[src/rtl/flasher_segment_sequencer.sv]
// flasher_segment_sequencer
// Steps a lit-LED level through a table of target-level segments, with an
// optional flick-driven kickback to the previous segment at segment ends.
// The table can be rewritten while idle; reset restores the standard
// bound-flasher pattern.
module flasher_segment_sequencer #(
  parameter int NUM_SEG   = 6,
  parameter int MAX_LEVEL = 16,
  parameter int TICK_DIV  = 1
) (
  input  logic       clk,
  input  logic       rst,
  input  logic       flick,
  input  logic       cfg_we,
  input  logic [2:0] cfg_addr,
  input  logic [4:0] cfg_target,
  input  logic       cfg_kick,
  output logic [4:0] level,
  output logic [2:0] seg_idx,
  output logic       busy,
  output logic       done,
  output logic       cfg_err
);

  typedef enum logic {IDLE, RUN} state_t;

  localparam logic [4:0] MAX_LVL   = 5'(MAX_LEVEL);
  localparam logic [3:0] NUM_SEG_W = 4'(NUM_SEG);
  localparam logic [2:0] LAST_SEG  = 3'(NUM_SEG - 1);
  localparam int         PW        = (TICK_DIV > 1) ? $clog2(TICK_DIV) : 1;
  localparam logic [PW-1:0] PRESC_LAST = PW'(TICK_DIV - 1);

  // Power-up pattern: up to full, down to 5, up to 10, down to 0, up to 5,
  // down to 0. Segments 1 and 3 allow a flick kickback.
  function automatic logic [4:0] default_target(input int i);
    case (i)
      0:       default_target = MAX_LVL;
      1:       default_target = 5'd5;
      2:       default_target = 5'd10;
      4:       default_target = 5'd5;
      default: default_target = 5'd0;
    endcase
  endfunction

  function automatic logic default_kick(input int i);
    default_kick = (i == 1) || (i == 3);
  endfunction

  state_t        state;
  logic [PW-1:0] presc;
  logic          tick;
  logic [4:0]    seg_target [8];
  logic          seg_kick   [8];
  logic          write_ok;
  logic [4:0]    wr_target;
  logic [7:0]    entry_we;
  logic [4:0]    cur_target;
  logic          cur_kick;

  // A write is legal only while idle and only into an entry that exists.
  assign write_ok  = cfg_we && !busy && ({1'b0, cfg_addr} < NUM_SEG_W);
  assign wr_target = (cfg_target > MAX_LVL) ? MAX_LVL : cfg_target;
  assign tick      = (presc == PRESC_LAST);

  // Segment data is sampled only on ticks, so a same-cycle write+start
  // still uses the freshly written entry.
  assign cur_target = seg_target[seg_idx];
  assign cur_kick   = seg_kick[seg_idx];

  generate
    for (genvar gi = 0; gi < 8; gi++) begin : g_entry_we
      assign entry_we[gi] = write_ok && (cfg_addr == 3'(gi));
    end
  endgenerate

  // Segment table: reset restores the default pattern, accepted writes update one entry.
  always_ff @(posedge clk or posedge rst) begin
    if (rst) begin
      for (int i = 0; i < 8; i++) begin
        seg_target[i] <= default_target(i);
        seg_kick[i]   <= default_kick(i);
      end
    end else begin
      for (int i = 0; i < 8; i++) begin
        if (entry_we[i]) begin
          seg_target[i] <= wr_target;
          seg_kick[i]   <= cfg_kick;
        end
      end
    end
  end

  // Sequencer FSM with registered outputs and tick prescaler.
  always_ff @(posedge clk or posedge rst) begin
    if (rst) begin
      state   <= IDLE;
      level   <= 5'd0;
      seg_idx <= 3'd0;
      busy    <= 1'b0;
      done    <= 1'b0;
      cfg_err <= 1'b0;
      presc   <= '0;
    end else begin
      done    <= 1'b0;
      cfg_err <= cfg_we && !write_ok;
      case (state)
        IDLE: begin
          presc <= '0;
          if (flick) begin
            state   <= RUN;
            seg_idx <= 3'd0;
            busy    <= 1'b1;
          end
        end
        RUN: begin
          if (tick) begin
            presc <= '0;
            if (level < cur_target) begin
              if (level < MAX_LVL) level <= level + 5'd1;
            end else if (level > cur_target) begin
              if (level != 5'd0) level <= level - 5'd1;
            end else begin
              // Completion tick: kickback, advance, or finish the run.
              if (cur_kick && flick) begin
                if (seg_idx != 3'd0) seg_idx <= seg_idx - 3'd1;
              end else if (seg_idx < LAST_SEG) begin
                seg_idx <= seg_idx + 3'd1;
              end else begin
                done    <= 1'b1;
                state   <= IDLE;
                busy    <= 1'b0;
                seg_idx <= 3'd0;
              end
            end
          end else begin
            presc <= presc + PW'(1);
          end
        end
        default: state <= IDLE;
      endcase
    end
  end

endmodule

[config.mk]
export PLATFORM = sky130hd
export DESIGN_NAME = flasher_segment_sequencer
export DESIGN_NICKNAME = d
export VERILOG_FILES = /design/src/rtl/flasher_segment_sequencer.sv
export SDC_FILE = /design/constraint.sdc
export NUM_CORES = 1
export LEC_CHECK = 0
export ABC_AREA = 1
export CAP_MARGIN = 20
export CORE_MARGIN = 4
export CORE_UTILIZATION = 54
export CTS_BUF_LIST = sky130_fd_sc_hd__clkbuf_4 sky130_fd_sc_hd__clkbuf_8
export DETAILED_ROUTE_END_ITERATION = 8
export GPL_TIMING_DRIVEN = 1
export PLACE_DENSITY = 0.75
export SLEW_MARGIN = 10
export SYNTH_ARGS = -nofsm -noshare
export SYNTH_HDL_FRONTEND = slang
export SYNTH_SLANG_ARGS = --single-unit
[constraint.sdc]
create_clock -name clk -period 2.8 [get_ports clk]
set_clock_uncertainty 0.2 [all_clocks]
set_input_delay 0.42 -clock clk [delete_from_list [all_inputs] [get_ports clk]]
set_output_delay 0.42 -clock clk [all_outputs]
set_load 0.01 [all_outputs]
==> flow_summary.ini <==
[logic_synthesis]
synthDistinctLibCells = 31
syn_nets = 383
avgSynthCellArea_um2 = 8.64
ys_ff_latch = 60
synth_warnings = 0
synth_area_mm2 = 0.00308
synthCells = 357
yosysSeqAreaShare = 0.491

[timing]
finalCriticalPeriod_ps = 2940
report.final.slew_viol_count = 0
final.setup.worst_slack_ps = -142
relSlewSlack = 0.729
setup_viol = 5
max_slew.worst_pin.slew_ps = 405
max_freq_ghz = 0.340
rsz0062_at_grt = true
fin_crit_sh = 1.05
hold_viol = 0

[clock_network]
insertion_delay_ps = 340
cts-buffers-inserted = 9
cts_tree = done
clock_sinks = 60
clockRootBuffer = clkbuf_8
clk_pin_slew_worst_paths_ps = 70
cts_max_level = 3
clockBufferDepth = 2

[floorplan]
die_y_um = 83.6
io-pin-count = 24
start_util = 0.560
die_x_um = 83.6
num_rows = 27
core_mm2 = 0.00551
die_area_mm2 = 0.00698

[critical_path]
ff2ff_path_depth = 13
cp_max_fo = 8
path_class = reg2reg
start_kind = flip-flop
endpoint_kind = flip-flop
cp.required_ps = 2810
arrival_ps = 2950

[power_and_ir_drop]
max-vdd-ir-drop_mv = 0.860
power_leakage_nw = 1.79
cellPowerDensity_mw_per_mm2 = 1280

[worst_hold_path]
worstHoldPathType = in2async

[outcome]
violations = negative setup slack
status = complete, but fails checks

[placed_design]
place_congestion = 0.821
hpwlAfterDp_mm = 4.88
place_inst = 446
place_ws_ps = -50.8
io_buffers = 23

[global_route]
antenna_found_initial = 0
grt_pass1_wl_mm = 11.5
grt_pass1_vias = 2466
grtUsageTotal = 0.207
gr-total-overflow = 0
grt_max_degree = 50

[drt]
avgRoutedWirePerCell_um = 15.2
drt_iter0_drc = 157
vias = 2503
vias_per_cell = 5.33
firstDrtPassIters = 4
route.detailed.drc = 0
detail-route-antenna-nets = 0
drt_wl_total_mm = 7.13

[layout]
fillers = 400
layout.nets = 419
diodes = 0
syn_to_final_growth_pct = 24.4
drive_gt1_frac = 0.234
stdcell_count = 470
fin_util = 0.696

[flow_run]
drv.max_cap_violation_count = 0
[worst max-delay path, stage by stage (launching register included)]
cell and delay (ps):
dfrtp_2 490, clkbuf_16 190, o21ai_0 90, o221ai_1 210, o21ai_1 100, ha_1 310
a21oi_1 230, nand3_4 130, ha_1 330, inv_1 70, o21ai_2 150, a21oi_2 70
xnor2_1 160, o21ai_1 100
[through the flow]
| stage | TNS (ps) | hold slack, ps | instance area [µm²] | total power (W) |
|---|---|---|---|---|
| floorplan | -3.29 | 224 | 3120 | 0.00302 |
| global placement | 0 | 165 | 3480 | 0.00367 |
| detailed placement | -77.6 | 167 | 3480 | 0.00376 |
| CTS | -96.9 | 152 | 3730 | 0.00459 |
| global route | -1740 | 185 | 3830 | 0.00531 |
| finish | -313 | 147 | 3830 | 0.00491 |
[Yosys cell counts]
library cell	count	share of area
dfstp_2	9	0.077
nand2_2	6	0.012
or2_2	1	0.0020
and3_1	1	0.0020
xnor2_1	2	0.0057
o22ai_1	9	0.018
nor2_4	1	0.0037
o21ai_0	37	0.060
o21a_1	6	0.015
a31oi_1	1	0.0020
inv_2	9	0.011
inv_4	1	0.0020
nand2_1	64	0.078
clkbuf_1	13	0.016
nor3_4	6	0.032
fa_1	1	0.0065
ha_1	12	0.049
nor2_1	31	0.038
dfrtp_1	51	0.41
nand3_2	3	0.0097
inv_1	34	0.041
nand4_1	1	0.0020
xor2_1	4	0.011
a21oi_1	11	0.018
nor3_1	1	0.0016
nand3_1	13	0.021
o21ai_1	18	0.029
buf_2	7	0.011
o221ai_1	2	0.0057
o41ai_1	1	0.0028
mux2i_1	1	0.0032
[timing repair]
action	4_1_cts	5_1_grt
endpoints found under the setup margin	3	11
hold buffers	0	0
gates resized for setup	4	26
buffers inserted	4	1
pin swaps	3	10
gates cloned	1	2
[cell type report]
type                    instances  area (µm²)  area share
flip-flops and latches         60        1520       0.395
multi-input cells             234        1400       0.365
inverters                      44         170      0.0444
repair buffers                 44         483       0.126
well taps                      72        90.1      0.0235
clock buffers                  12         153      0.0398
clock inverters                 4        25.0     0.00653
[final timing paths]
path / start / slack, ps / endpoint
max: seg_idx[0] / -140 / level[4]
min: rst / 150 / level[0]
max reg2reg: seg_idx[0] / -140 / level[4]
min reg2reg: seg_target[0] / 180 / seg_target[0]
max in group asynchronous: rst / 1640 / seg_kick[6]
min in group clk: seg_target[0] / 180 / seg_target[0]
[layout by cell type (no fill, tap or decap), types with 12 or more instances in the layout]
cell type,instances
buf_4,13
clkdlybuf4s50_1,23
dfrtp_1,49
ha_1,12
inv_1,30
inv_2,12
nand2_1,61
nand3_1,13
nor2_1,28
o21ai_0,24
o21ai_1,30
[report_power, final]
group / switching, W / total [W] / internal (W)
sequential: 0.000222 / 0.00143 / 0.00121
combinational: 0.00145 / 0.00278 / 0.00133
clock: 0.000337 / 0.000698 / 0.000362
[flip-flops by register name, summed over array words and instances (netlist names)]
name	flops
busy	1
cfg_err	1
done	1
level	5
seg_idx	3
seg_kick	8
seg_target	40
state	1
[cells by family after synthesis]
kind of cell,after synthesis,synth area share
xor+xnor,6,0.0170
simple gates,128,0.202
buf+inv,64,0.0816
compound gates,85,0.151
flops,60,0.491
fa+ha+maj,13,0.0552
mux,1,0.00325
[routing by layer]
metal / GRT usage / share of wire
met5: 0 / 0
met4: 0.0950 / 0.019
met3: 0.0385 / 0.036
met2: 0.328 / 0.49
met1: 0.277 / 0.46
Note: power is estimated with default switching activity, not from simulation.
